## src/rtl/perf_cnt_pkg.sv

```systemverilog
// Shared types and arithmetic for the perf_counter_bank event counters.
package perf_cnt_pkg;

   typedef enum logic [1:0] {
      COUNT  = 2'd0,
      FROZEN = 2'd1,
      CLEAR  = 2'd2
   } pc_state_t;

   localparam int MAX_CH = 16;

   // Returns {overflow, next_value}; the value is zero-extended to 32 bits.
   function automatic logic [32:0] next_count(input logic [31:0] cur,
                                              input logic [31:0] max_val,
                                              input logic        sat);
      if (cur == max_val)
         return {1'b1, (sat ? max_val : 32'd0)};
      return {1'b0, cur + 32'd1};
   endfunction

endpackage

```

## src/rtl/perf_cnt_chan.sv

```systemverilog
// One event counter with its sticky overflow flag; clr wins over inc.
module perf_cnt_chan
   import perf_cnt_pkg::*;
#(
   parameter int WIDTH    = 32,
   parameter int SATURATE = 0
) (
   input  logic             clk,
   input  logic             rst,
   input  logic             inc,
   input  logic             clr,
   output logic [WIDTH-1:0] cnt,
   output logic             ovf
);

   localparam logic [31:0] MAX_VAL = 32'((64'd1 << WIDTH) - 64'd1);

   logic [32:0] nx;

   assign nx = next_count(32'(cnt), MAX_VAL, (SATURATE != 0));

   generate
      if (WIDTH < 32) begin : g_hi
         logic unused_hi;
         assign unused_hi = ^nx[31:WIDTH];
      end
   endgenerate

   always_ff @(posedge clk or negedge rst) begin
      if (!rst) begin
         cnt <= '0;
         ovf <= 1'b0;
      end else if (clr) begin
         cnt <= '0;
         ovf <= 1'b0;
      end else if (inc) begin
         cnt <= nx[WIDTH-1:0];
         if (nx[32]) ovf <= 1'b1;
      end
   end

endmodule

```

## src/rtl/perf_counter_bank.sv

```systemverilog
// N_CH-channel event counter bank with freeze, swept clear and registered read.
// Optional shadow snapshot bank when PERF_CNT_SNAPSHOT_EN is defined.
module perf_counter_bank
   import perf_cnt_pkg::*;
#(
   parameter int N_CH     = 4,
   parameter int WIDTH    = 32,
   parameter int SATURATE = 0,
   parameter int SEL_W    = $clog2(N_CH)
) (
   input  logic             clk,
   input  logic             rst,
   input  logic [N_CH-1:0]  ev,
   input  logic             en,
   input  logic             freeze,
   input  logic             clr_req,
`ifdef PERF_CNT_SNAPSHOT_EN
   input  logic             snap,
   input  logic             rd_snap,
`endif
   output logic             busy,
   output logic             clr_done,
   input  logic [SEL_W-1:0] rd_sel,
   output logic [WIDTH-1:0] rd_data,
   output logic [N_CH-1:0]  ovf
);

   localparam logic [SEL_W:0]   N_CH_X   = (SEL_W+1)'(N_CH);
   localparam logic [SEL_W-1:0] LAST_IDX = SEL_W'(N_CH - 1);

   pc_state_t               state, nxt_state;
   logic [SEL_W-1:0]        sweep_idx, nxt_idx;
   logic                    count_en;
   logic [N_CH-1:0]         clr_vec;
   logic [N_CH-1:0][WIDTH-1:0] cnt_all;
   logic [WIDTH-1:0]        rd_src;

   always_ff @(posedge clk or negedge rst) begin
      if (!rst) begin
         state     <= COUNT;
         sweep_idx <= '0;
      end else begin
         state     <= nxt_state;
         sweep_idx <= nxt_idx;
      end
   end

   // clr_req outranks freeze; a request arriving mid-sweep is dropped.
   always_comb begin
      nxt_state = state;
      nxt_idx   = '0;
      case (state)
         COUNT: begin
            if (clr_req)     nxt_state = CLEAR;
            else if (freeze) nxt_state = FROZEN;
         end
         FROZEN: begin
            if (clr_req)      nxt_state = CLEAR;
            else if (!freeze) nxt_state = COUNT;
         end
         CLEAR: begin
            if (sweep_idx == LAST_IDX) nxt_state = freeze ? FROZEN : COUNT;
            else                       nxt_idx   = sweep_idx + 1'b1;
         end
         default: nxt_state = COUNT;
      endcase
   end

   always_comb begin
      busy     = (state == CLEAR);
      clr_done = busy && (sweep_idx == LAST_IDX);
      count_en = (state == COUNT) && en;
      clr_vec  = '0;
      for (int i = 0; i < N_CH; i++)
         clr_vec[i] = busy && (sweep_idx == SEL_W'(i));
   end

   generate
      for (genvar i = 0; i < N_CH; i++) begin : g_ch
         perf_cnt_chan #(.WIDTH(WIDTH), .SATURATE(SATURATE)) u_chan (
            .clk (clk),
            .rst (rst),
            .inc (count_en & ev[i]),
            .clr (clr_vec[i]),
            .cnt (cnt_all[i]),
            .ovf (ovf[i])
         );
      end
   endgenerate

`ifdef PERF_CNT_SNAPSHOT_EN
   logic [N_CH-1:0][WIDTH-1:0] shadow;

   always_ff @(posedge clk or negedge rst) begin
      if (!rst)                          shadow <= '0;
      else if (snap && state != CLEAR)   shadow <= cnt_all;
   end

   always_comb begin
      rd_src = '0;
      if ({1'b0, rd_sel} < N_CH_X)
         rd_src = rd_snap ? shadow[rd_sel] : cnt_all[rd_sel];
   end
`else
   always_comb begin
      rd_src = '0;
      if ({1'b0, rd_sel} < N_CH_X)
         rd_src = cnt_all[rd_sel];
   end
`endif

   always_ff @(posedge clk or negedge rst) begin
      if (!rst) rd_data <= '0;
      else      rd_data <= rd_src;
   end

endmodule
```

## config.mk

```make
export PLATFORM = sky130hd
export DESIGN_NAME = perf_counter_bank
export DESIGN_NICKNAME = d
export VERILOG_FILES = /design/src/rtl/perf_cnt_pkg.sv /design/src/rtl/perf_cnt_chan.sv /design/src/rtl/perf_counter_bank.sv
export SDC_FILE = /design/constraint.sdc
export NUM_CORES = 1
export LEC_CHECK = 0
export CORE_MARGIN = 4
export CORE_UTILIZATION = 31
export CTS_BUF_LIST = sky130_fd_sc_hd__clkbuf_16
export CTS_CLUSTER_SIZE = 25
export DETAILED_ROUTE_END_ITERATION = 10
export SYNTH_ARGS = -nofsm -noshare
export SYNTH_HDL_FRONTEND = slang
export SYNTH_HIERARCHICAL = 1
export SYNTH_SLANG_ARGS = --single-unit
export TNS_END_PERCENT = 50
```

## constraint.sdc

```tcl
create_clock -name clk -period 3.28 [get_ports clk]
set_clock_uncertainty 0.05 [all_clocks]
set_input_delay 0.656 -clock clk [delete_from_list [all_inputs] [get_ports clk]]
set_output_delay 0.656 -clock clk [all_outputs]
set_load 0.01 [all_outputs]
```

Word-level counts from Yosys, hierarchy flattened
Cells that the tools add are included.
{ "totals": {"latchBits": 0, "n_memories": 0, "in_bits": 11, "ramBits": 0, "rom_bits": 0, "ff_bits": 168, "output_inout_bits": 38} }
{ "classes": {"mux": 43, "shifts": 0, "addsub": 5, "bitwise_logic": 4, "multipliers": 0, "n_div": 0, "n_eq_ne": 12, "n_lt_le_gt_ge": 1, "n_reduce_logical": 20} }
{ "op_table": {"columns": ["cell", "count"], "rows": [
  ["$mux W32", 9],
  ["$mux W33", 8],
  ["$add A32 B1 Y32 const B", 4],
  ["$eq A32 B32 Y1 const B", 4],
  ["$bmux W32 S2", 1],
  ["$mux W1", 17],
  ["$reduce_bool A2 Y1", 8],
  ["$mux W2", 7],
  ["$reduce_and A2 Y1", 4],
  ["$eq A2 B2 Y1 const B", 3],
  ["$ne A3 B3 Y1 const B", 2],
  ["$pmux W2 S3", 1],
  ["$logic_and A1 B1 Y1", 5],
  ["$and A1 B1 Y1", 4],
  ["$eq A2 B1 Y1 const B", 2],
  ["$logic_not A2 Y1", 2],
  ["$lt A2 B3 Y1 const B", 1],
  ["$reduce_and A3 Y1", 1],
  ["$add A2 B1 Y2 const B", 1],
  ["$ne A2 B1 Y1 const B", 1]
]} }

Longest topological paths before layout
Gate-level depths: netlist of run 1.
{ "logic_depth": {"word_depth": 6, "mapped_depth": 9, "ltp_nobuf": 7} }

Cells and area by module
The synthesis of run 1 kept the hierarchy.
{ "modules_own_cells": {"columns": ["mod", "area_each_um2", "instances", "seq_area_each_um2", "cells_per_inst"], "rows": [
  ["perf_cnt_chan", 1969.4, 4, 825.8, 196],
  ["perf_counter_bank", 1879.3, 1, 900.9, 97]
]} }

Worst setup path before layout of run 1
Ideal clock, no wire load.
{ "synth_timing": {"kind": "input -> register", "start": "input en", "end": "register g_ch[3].u_chan.cnt[11]", "t_arrival_ps": 2386, "path_slack_ps": 740, "setup_ps": 104, "required_ps": 3126, "stages": 7, "path_buffers": 1, "path_cell_list": "nor3b_1 and2_1 o211ai_1 or4_1 clkbuf_1 or4_1 a221oi_1"} }
{ "synth_via": {"elab_chain_cells": 3} }
{ "synth_rtl": {"columns": ["element", "line", "source"], "rows": [
  ["start, declared", "perf_counter_bank.sv:14", "input logic en,"],
  ["$logic_and A1 B1 Y1", "perf_counter_bank.sv:72", "count_en = (state == COUNT) && en;"],
  ["$and A1 B1 Y1", "perf_counter_bank.sv:83", ".inc (count_en & ev[i]),"],
  ["$reduce_bool A2 Y1 (no line)", null, null],
  ["end signal, assigned", "perf_cnt_chan.sv:37", "cnt <= nx[WIDTH-1:0];"],
  ["end, declared", "perf_cnt_chan.sv:12", "output logic [WIDTH-1:0] cnt,"]
]} }
Every way passes these cells.
A chain may end at the register's enable or synchronous reset.

Worst setup path in the final report of run 1
{ "layout_timing": {"start": "register sweep_idx[0]", "end": "output clr_done"} }
{ "layout_via": {"elab_chain_cells": 2} }
{ "layout_rtl": {"columns": ["element", "line", "source"], "rows": [
  ["start, declared", "perf_counter_bank.sv:32", "logic [SEL_W-1:0] sweep_idx, nxt_idx;"],
  ["start signal, assigned", "perf_counter_bank.sv:44", "sweep_idx <= nxt_idx;"],
  ["$eq A2 B2 Y1", "perf_counter_bank.sv:71", "clr_done = busy && (sweep_idx == LAST_IDX);"],
  ["$logic_and A1 B1 Y1", "perf_counter_bank.sv:71", null],
  ["end, declared", "perf_counter_bank.sv:22", "output logic clr_done,"]
]} }
Every way passes these cells.

==> impl_metrics.csv, run 1 <==
group,metric,value,unit
logic_synthesis,seq_area_frac_synth,43.1,%
timing,finalSetupTns,0,ns
worst_setup_path,rrSetupSlack,0.47,ns
logic_synthesis,synth_fa_ha_area_share,1.03,%
clocking,cts_max_path_buffers,2,
final_layout,drive_above_1_share,20.6,%
drt,drc,0,
logic_synthesis,synth_compound_area_share,20.5,%
pwr,p_switching,1.68,mW
global_routing,antenna_found_initial,0,
clocking,clock_sinks,168,
floorplan,io_pins,49,
final_layout,area_growth,18.4,%
floorplan,die_y,185,µm
floorplan,die_w,185,µm
pwr,power_frac_clock,38.6,%
timing,finalCritPeriodShare,87.3,%
worst_setup_path,path_max_fanout,18,
timing,tightest_slew,0.971,ns
logic_synthesis,synth.distinct_cells,41,
logic_synthesis,yosysWarningCount,6,
clocking,cts-root-buf,"clkbuf_16",
place,dpl.hpwl,18.8,mm
pwr,p_per_area,459,nW/µm²
worst_setup_path,cp-end-kind,"output pin",
timing,rsz0062_at_grt,"no",
place,port_buffers,48,
clocking,postCtsSetupRepairBufs,0,
floorplan,rows,64,
global_routing,grt_overflow,0,
timing,finalHoldViolCount,0,
logic_synthesis,synth-seq-cells,168,
timing,setup_violations,0,
pwr,p_leak,4.24,nW
timing,fmaxAchievable,349,MHz
logic_synthesis,synth_top_family_by_area,"compound AO/OA/AOI/OAI gates",
logic_synthesis,synthXorXnorAreaFrac,3.95,%
logic_synthesis,syn-num-nets,900,
drt,first_pass_iters,7,
place,gp_congestion,0.866,
timing,hold_ws,0.186,ns
logic_synthesis,synth_area_per_cell,11.1,µm²
drt,routed_via_density,5.76,
global_routing,grt_pass1_wl,41.6,mm
pwr,power_frac_comb,18.1,%
logic_synthesis,synth.area.mux_share,7.58,%
global_routing,grt_pass1_vias,7414,
final_layout,nNetsFinal,970,
clocking,hold_buffers,0,
floorplan,core,30800,µm²
worst_setup_path,required,2.57,ns
logic_synthesis,netlist_area,9760,µm²
global_routing,grt_max_degree,70,
clocking,clk_pin_slew,0.06,ns
drt,dr.first_iter.drc_count,753,
worst_setup_path,path_class,"reg -> out",
final_layout,diodes,0,
clocking,htree_levels,4,
worst_setup_path,crit_path_start_kind,"flop",
worst_setup_path,crit_arrival,2.16,ns
final_layout,fillers,2965,
logic_synthesis,synthSimpleGateAreaFrac,17.9,%
drt,ant_nets,0,
final_layout,multi_input_area,5010,µm²
timing,fin_crit,2.86,ns
floorplan,die_area,34400,µm²
pwr,peakVddDrop,0.000338,V
drt,finalWirelength,26.0,mm
final_layout,fin_util,37.5,%
floorplan,start_util,31.6,%
final_layout,area.sequential,4200,µm²
pwr,internal_power,3.63,mW
drt,vias,7839,
pwr,p_seq_share,43.3,%
logic_synthesis,syn_inst,881,
run,drv_cap,0,
outcome,outcome,"complete, no violations",
clocking,tritoncts,"built",
min_path,hold_class,"in -> async",
timing,relSlewSlack,35.2,%
global_routing,track_usage,15.2,%
timing,maxSlewViolCount,0,
clocking,cts_resized,0,
pwr,switching_share,31.6,%
clocking,clk_latency,0.44,ns
clocking,cts_made_buffers,17,
drt,wire_per_inst,19.1,µm
[logic make-up (layout without fill, tap and decap cells)]
group,after synthesis,in the layout
buf+inv,117,200
fa+ha+maj,8,8
mux,33,33
xor+xnor,44,44
compound gates,221,221
flops,168,168
simple gates,290,290
[metal layers]
layer  part of all wire [%]  GRT usage (%)  vias to the layer above
li1                       -              -                     3678
met1                     47           22.4                     3963
met2                     47           23.2                      176
met3                    4.8           2.73                       22
met4                    1.5           4.11                        0
met5                      0              0                        -
[worst paths after layout]
path,start,endpoint,cells after the start
worst min-delay path,rst,g_ch[0].u_chan/cnt[11]$_DFFE_PN0P_,1
worst max register to register,sweep_idx[0]$_DFF_PN0_,g_ch[3].u_chan/cnt[30]$_DFFE_PN0P_,7
worst max-delay path,sweep_idx[0]$_DFF_PN0_,clr_done,3
min in group clk,sweep_idx[0]$_DFF_PN0_,sweep_idx[0]$_DFF_PN0_,1
max in group asynchronous,rst,g_ch[1].u_chan/cnt[12]$_DFFE_PN0P_,2
worst min register to register,sweep_idx[0]$_DFF_PN0_,sweep_idx[0]$_DFF_PN0_,1
[final cells by class]
class                      instances  share of cell area [%]
timing repair buffer             130                    9.57
sequential                       168                    36.4
clock inverter                    15                    1.45
inverter                          38                    1.23
multi-input combinational        596                    43.4
clock buffer                      17                    3.68
tap                              396                    4.29
[flip-flops by register name, summed over array words and instances, names as in the netlist]
name,flops
g_ch.u_chan/cnt,128
g_ch.u_chan/ovf,4
rd_data,32
state,2
sweep_idx,2
[critical path, cell delays in order, from the launching register on]
cell and delay (ns):
dfrtp_1 0.40, ha_1 0.21, and3b_2 0.48, clkdlybuf4s50_1 0.64
[cell usage after synthesis]
| master | instances | share of area, % |
|---|---|---|
| a211oi_1 | 40 | 3.1 |
| a221oi_1 | 36 | 3.2 |
| a221oi_2 | 40 | 6.2 |
| a22o_1 | 4 | 0.36 |
| and2_1 | 8 | 0.51 |
| and3_1 | 12 | 0.77 |
| and3b_1 | 1 | 0.090 |
| and4_1 | 8 | 0.72 |
| buf_12 | 3 | 0.62 |
| buf_2 | 19 | 0.97 |
| buf_6 | 9 | 1.0 |
| clkbuf_1 | 48 | 1.8 |
| dfrtp_1 | 168 | 43 |
| ha_1 | 8 | 1.0 |
| inv_1 | 38 | 1.5 |
| mux2_2 | 1 | 0.12 |
| mux4_1 | 2 | 0.54 |
| mux4_2 | 30 | 6.9 |
| nand2_1 | 60 | 2.3 |
| nand3_1 | 36 | 1.8 |
| nand4_1 | 24 | 1.5 |
| nand4_2 | 4 | 0.51 |
| nor2_1 | 10 | 0.38 |
| nor2b_1 | 5 | 0.32 |
| nor3_1 | 16 | 0.82 |
| nor3b_1 | 2 | 0.15 |
| nor4_1 | 12 | 0.77 |
| nor4_2 | 4 | 0.51 |
| o2111ai_1 | 4 | 0.36 |
| o211a_1 | 4 | 0.41 |
| o211ai_1 | 4 | 0.31 |
| o21a_1 | 5 | 0.38 |
| o21ai_0 | 8 | 0.41 |
| o22ai_1 | 4 | 0.26 |
| o31ai_1 | 68 | 5.2 |
| o32ai_1 | 4 | 0.36 |
| or2_2 | 4 | 0.26 |
| or3_1 | 8 | 0.51 |
| or4_1 | 76 | 5.8 |
| xnor2_1 | 36 | 3.2 |
| xor2_1 | 8 | 0.72 |
[layout by cell type, fill, tap and decap left out, drive strengths merged, types with 5 or more instances in the layout]
cell type / n
a211oi: 40
a221oi: 76
and2: 8
and3: 12
and4: 8
buf: 84
clkbuf: 17
clkdlybuf4s50: 46
clkinv: 6
dfrtp: 168
ha: 8
inv: 44
mux4: 32
nand2: 60
nand3: 36
nand4: 28
nor2: 10
nor2b: 5
nor3: 16
nor4: 16
o21a: 5
o21ai: 8
o31ai: 68
or3: 8
or4: 76
xnor2: 36
xor2: 8
[power by group through the flow]
stage	sequential (mW)	clock, mW	combinational (mW)
final	2.30	2.05	0.961
after floorplan	2.30	0	0.604
after CTS	2.29	2.10	0.970
after global placement	2.33	0	0.957
after global routing	2.31	2.17	1.06
after detailed placement	2.33	0	0.964
[through the flow]
step	worst slack (ns)	power (mW)	instance area [µm²]	cells
2_1_floorplan	0.740	2.90	9760	881
3_3_place_gp	0.111	3.29	11000	1328
3_5_place_dp	0.0219	3.30	11000	1328
4_1_cts	0.376	5.36	11500	1360
5_1_grt	0.260	5.54	11500	1360
6_report	0.417	5.31	11500	1360
No activity file was read; power rests on OpenSTA's default activity.
==> inputs of run 2 (changes only) <==
- CELL_PAD_IN_SITES_DETAIL_PLACEMENT: not set -> 0
- CELL_PAD_IN_SITES_GLOBAL_PLACEMENT: not set -> 2
- PLACE_DENSITY_LB_ADDON: not set -> 0.1
==> impl_metrics.csv, run 2 (synthesized netlist as in run 1, its figures left out) <==
group,metric,value,unit
drt,wl_met2,13.6,mm
final_layout,final_cell_mix,"dfrtp_1 (168), or4_1 (76), o31ai_1 (68)",
final_layout,largest-register,"g_ch.u_chan/cnt",
global_routing,track_usage,17.3,%
pwr,peakVddDrop,0.000358,V
final_layout,area_growth,16.3,%
clocking,clock_sinks,168,
min_path,hold_class,"in -> async",
worst_setup_path,rrSetupSlack,0.40,ns
worst_setup_path,r2r-end,"g_ch[1].u_chan/cnt[26]$_DFFE_PN0P_",
pwr,power_frac_comb,18.3,%
pwr,power_frac_clock,38.3,%
final_layout,nNetsFinal,944,
global_routing,grt_pass1_wl,45.9,mm
timing,tightest_slew,0.974,ns
pwr,p_per_area,470,nW/µm²
drt,wire_per_inst,22.1,µm
timing,hold_ws,0.131,ns
clocking,cts_max_path_buffers,2,
clocking,tritoncts,"built",
clocking,htree_levels,4,
timing,fin_crit,2.88,ns
final_layout,largest_reg_flops,128,
timing,finalCritPeriodShare,87.7,%
global_routing,grt_pass1_vias,7846,
timing,maxSlewViolCount,0,
clocking,cts-root-buf,"clkbuf_16",
timing,relSlewSlack,35.0,%
place,gp_congestion,0.826,
worst_setup_path,timing.rr.start,"state[1]$_DFFE_PN0P_",
clocking,cts_resized,0,
final_layout,drive_above_1_share,18.4,%
drt,wl_met1,14.2,mm
final_layout,diodes,0,
global_routing,antenna_found_initial,2,
global_routing,grt_overflow,0,
drt,first_pass_iters,7,
clocking,clk_latency,0.44,ns
clocking,cts_made_buffers,17,
timing,rsz0062_at_grt,"no",
pwr,internal_power,3.62,mW
timing,fmaxAchievable,348,MHz
floorplan,io_pins,49,
drt,dr.first_iter.drc_count,535,
timing,finalHoldViolCount,0,
drt,highest_layer,"met5",
pwr,p_switching,1.72,mW
worst_setup_path,path_max_fanout,24,
pwr,finalPower,5.34,mW
floorplan,rows,64,
pwr,p_leak,4.11,nW
drt,dr_wl_met3,1.31,mm
worst_setup_path,r2r_cells,7,
place,dpl.hpwl,21.2,mm
drt,drc,0,
drt,routed_via_density,5.97,
clocking,postCtsSetupRepairBufs,0,
timing,setup_violations,0,
floorplan,core,30800,µm²
worst_setup_path,path_class,"reg -> reg",
pwr,switching_share,32.2,%
global_routing,grt_max_degree,57,
worst_setup_path,crit_arrival,3.17,ns
final_layout,mostFrequentLayoutCell,"dfrtp_1",
worst_setup_path,crit_path_start_kind,"flop",
drt,finalWirelength,29.5,mm
clocking,clk_pin_slew,0.07,ns
clocking,hold_buffers,0,
timing,finalSetupTns,0,ns
run,drv_cap,0,
floorplan,die_y,185,µm
final_layout,top_regs,"g_ch.u_chan/cnt: 128 flops, rd_data: 32 flops, g_ch.u_chan/ovf: 4 flops",
outcome,outcome,"complete, no violations",
worst_setup_path,cp-end-kind,"flop",
place,port_buffers,48,
floorplan,die_area,34400,µm²
floorplan,die_w,185,µm
worst_setup_path,required,3.58,ns
pwr,p_seq_share,43.4,%
floorplan,start_util,31.6,%
drt,vias,7963,
drt,ant_nets,0,
-- run 2: area by class of cell --
| class | count | area [µm²] |
|---|---|---|
| clock inverters | 14 | 151 |
| flip-flops and latches | 168 | 4200 |
| well taps | 396 | 495 |
| multi-input cells | 596 | 5010 |
| fillers | 2932 | 19500 |
| repair buffers | 104 | 922 |
| clock buffers | 17 | 425 |
| inverters | 38 | 143 |
-- run 2: critical path: stages, from the launching register on --
cell and delay [ns]:
dfrtp_1 0.41, nor2b_1 0.36, and2_1 0.36, buf_4 0.38
o21a_1 0.18, nand4_1 0.27, or4_1 0.52, a221oi_2 0.24
-- run 2: worst max path at each step --
stage | slack [ns] | end | from
detailed placement | 0.05 | g_ch[3].u_chan/cnt[11]$_DFFE_PN0P_ | en
global route | 0.18 | g_ch[1].u_chan/cnt[30]$_DFFE_PN0P_ | state[1]$_DFFE_PN0P_
CTS | 0.39 | clr_done | sweep_idx[0]$_DFF_PN0_
global placement | 0.05 | g_ch[3].u_chan/cnt[27]$_DFFE_PN0P_ | en
finish | 0.40 | g_ch[1].u_chan/cnt[26]$_DFFE_PN0P_ | state[1]$_DFFE_PN0P_
floorplan | 0.74 | g_ch[3].u_chan/cnt[11]$_DFFE_PN0P_ | en
-- run 2: power groups by stage --
stage | sequential (mW) | clock, mW | combinational, mW
after floorplan | 2.30 | 0 | 0.604
after global placement | 2.35 | 0 | 0.955
after detailed placement | 2.35 | 0 | 0.976
after CTS | 2.31 | 2.10 | 0.980
after global routing | 2.33 | 2.19 | 1.07
final | 2.32 | 2.04 | 0.977
-- run 2: through the flow --
stage	std cells	worst slack [ns]	cell area [µm²]	util, %
6_report	1333	0.404	11300	36.8
2_1_floorplan	881	0.740	9760	-
4_1_cts	1333	0.387	11300	36.8
3_5_place_dp	1302	0.0470	10800	34.9
3_3_place_gp	1302	0.0498	10800	34.9
5_1_grt	1333	0.184	11300	36.8
-- run 2: metal layers --
| metal | up-vias | GRT usage (%) |
|---|---|---|
| met5 | - | 0 |
| met4 | 2 | 4.11 |
| met3 | 21 | 2.71 |
| met2 | 226 | 26.7 |
| met1 | 4091 | 25.7 |
| li1 | 3623 | - |
==> inputs of run 3 (changes only) <==
- ABC_AREA: not set -> 1
==> impl_metrics.csv, run 3 <==
group,metric,value,unit
pwr,p_seq_share,43.3,%
drt,wire_per_inst,16.9,µm
floorplan,core,34600,µm²
pwr,power_frac_comb,25.6,%
worst_setup_path,rrSetupSlack,0.91,ns
worst_setup_path,required,2.57,ns
timing,finalHoldViolCount,0,
worst_setup_path,r2r-end,"g_ch[0].u_chan/cnt[23]$_DFFE_PN0P_",
pwr,internal_power,4.01,mW
floorplan,die_w,196,µm
timing,setup_violations,0,
logic_synthesis,synth-edff-count,0,
logic_synthesis,yosysWarningCount,6,
floorplan,io_pins,49,
pwr,peakVddDrop,0.000410,V
drt,ant_nets,0,
clocking,clk_pin_slew,0.07,ns
timing,tightest_slew,0.723,ns
worst_setup_path,crit_arrival,1.81,ns
timing,finalSetupTns,0,ns
logic_synthesis,synthTopCellsByCount,"nand2_1 (458), inv_1 (278), nor2_1 (186)",
worst_setup_path,path_class,"reg -> out",
clocking,postCtsSetupRepairBufs,0,
pwr,power_frac_clock,31.2,%
global_routing,grt_max_degree,65,
worst_setup_path,timing.rr.start,"state[1]$_DFFE_PN0P_",
logic_synthesis,yosys.cell_count.top_type,"nand2_1",
final_layout,nNetsFinal,1650,
pwr,p_switching,2.36,mW
place,dpl.hpwl,27.7,mm
timing,finalCritPeriodShare,76.8,%
pwr,p_per_area,516,nW/µm²
worst_setup_path,cp-end-kind,"output pin",
floorplan,die_area,38300,µm²
global_routing,antenna_found_initial,0,
pwr,p_leak,6.06,nW
logic_synthesis,synth_top_cell_by_area,"dfrtp_1",
logic_synthesis,ys_top_cells_by_area,"dfrtp_1 (39%), nand2_1 (16%), inv_1 (9.6%)",
worst_setup_path,crit_path_start_kind,"flop",
final_layout,largest_reg_flops,128,
run,drv_cap,0,
clocking,cts_max_path_buffers,2,
timing,maxSlewViolCount,0,
logic_synthesis,seq_area_frac_synth,38.5,%
clocking,tritoncts,"built",
logic_synthesis,synth_area_per_cell,6.91,µm²
drt,finalWirelength,35.5,mm
global_routing,grt_overflow,0,
floorplan,rows,68,
final_layout,fin_util,35.6,%
drt,vias,9461,
floorplan,start_util,31.5,%
floorplan,die_y,196,µm
logic_synthesis,synth_flop_cell,"dfrtp_1",
place,port_buffers,48,
timing,rsz0062_at_grt,"no",
final_layout,diodes,0,
min_path,hold_class,"in -> async",
drt,first_pass_iters,5,
place,gp_congestion,0.809,
clocking,hold_buffers,0,
drt,drc,0,
clocking,clk_latency,0.44,ns
logic_synthesis,async_flop_share,100,%
clocking,htree_levels,4,
final_layout,drive_above_1_share,11.8,%
clocking,cts_resized,0,
global_routing,grt_pass1_wl,56.5,mm
clocking,cts-root-buf,"clkbuf_16",
global_routing,grt_pass1_vias,9617,
global_routing,track_usage,19.0,%
final_layout,area_growth,13.0,%
timing,fin_crit,2.52,ns
final_layout,mostFrequentLayoutCell,"nand2_1",
logic_synthesis,synth-seq-cells,168,
timing,fmaxAchievable,397,MHz
final_layout,top_regs,"g_ch.u_chan/cnt: 128 flops, rd_data: 32 flops, g_ch.u_chan/ovf: 4 flops",
logic_synthesis,netlist.area_leader.share,38.5,%
clocking,cts_made_buffers,17,
worst_setup_path,path_max_fanout,4,
drt,routed_via_density,4.51,
drt,dr.first_iter.drc_count,415,
logic_synthesis,syn_inst,1579,
timing,relSlewSlack,51.8,%
pwr,switching_share,37.0,%
outcome,outcome,"complete, no violations",
logic_synthesis,synth.distinct_cells,26,
final_layout,largest-register,"g_ch.u_chan/cnt",
logic_synthesis,syn-num-nets,1598,
final_layout,final_cell_mix,"nand2_1 (458), inv_1 (279), nor2_1 (186)",
logic_synthesis,netlist_area,10900,µm²
worst_setup_path,r2r_cells,11,
final_layout,fillers,3824,
clocking,clock_sinks,168,
==> run 3: worst max-delay path: stages, from the launching register on <==
cell	delay, ns
dfrtp_1	0.40
ha_1	0.19
nand3_1	0.10
inv_1	0.12
clkdlybuf4s50_1	0.55
==> run 3: power groups by stage <==
stage	Combinational [mW]	Sequential (mW)	Clock [mW]
floorplan	1.10	2.68	0
global placement	1.66	2.81	0
detailed placement	1.66	2.81	0
CTS	1.66	2.77	2.06
global route	1.87	2.81	2.13
finish	1.63	2.76	1.98
==> run 3: worst max path at each step <==
stage | slack, ns | depth (start not counted) | to | from
floorplan | 1.37 | 9 | g_ch[0].u_chan/cnt[21]$_DFFE_PN0P_ | en
global placement | 0.49 | 11 | g_ch[0].u_chan/cnt[23]$_DFFE_PN0P_ | en
detailed placement | 0.47 | 11 | g_ch[0].u_chan/cnt[21]$_DFFE_PN0P_ | en
CTS | 0.71 | 4 | clr_done | sweep_idx[0]$_DFF_PN0_
global route | 0.64 | 4 | clr_done | sweep_idx[0]$_DFF_PN0_
finish | 0.76 | 4 | clr_done | sweep_idx[0]$_DFF_PN0_
==> run 3: cells by family after synthesis <==
logic type                 after synthesis  synth area share, %
and+or+nand+nor                        990                 40.9
buffers and inverters                  311                 12.8
DFF                                    168                 38.5
xor gates and xnor gates                56                 4.50
AOI/OAI and AO/OA                       46                 2.39
adders and majority gates                8                0.917
==> run 3: cell type report <==
class                   count  area, µm²  share of cell area (%)
repair buffers             61        612                    4.96
clock buffers              17        425                    3.45
well taps                 455        569                    4.62
inverters                 283       1080                    8.78
multi-input cells        1100       5310                    43.1
clock inverters            15        128                    1.04
flip-flops and latches    168       4200                    34.1
==> run 3: metrics by stage <==
step                total power, mW  hold WS, ns  setup WS, ns  instances  instance area, µm²
finish                         6.37        0.176         0.762       2099               12300
global placement               4.47        0.404         0.485       2067               11800
floorplan                      3.79        0.310          1.37       1579               10900
global route                   6.80        0.220         0.644       2099               12300
detailed placement             4.46        0.409         0.465       2067               11800
CTS                            6.50        0.193         0.711       2099               12300
==> run 3: routing by layer <==
metal | wire (µm) | track usage [%] | vias to the layer above
li1 | - | - | 4892
met1 | 16700 | 25.2 | 4446
met2 | 17500 | 33.1 | 99
met3 | 751 | 2.61 | 24
met4 | 525 | 4.37 | 0
met5 | 0 | 0 | -
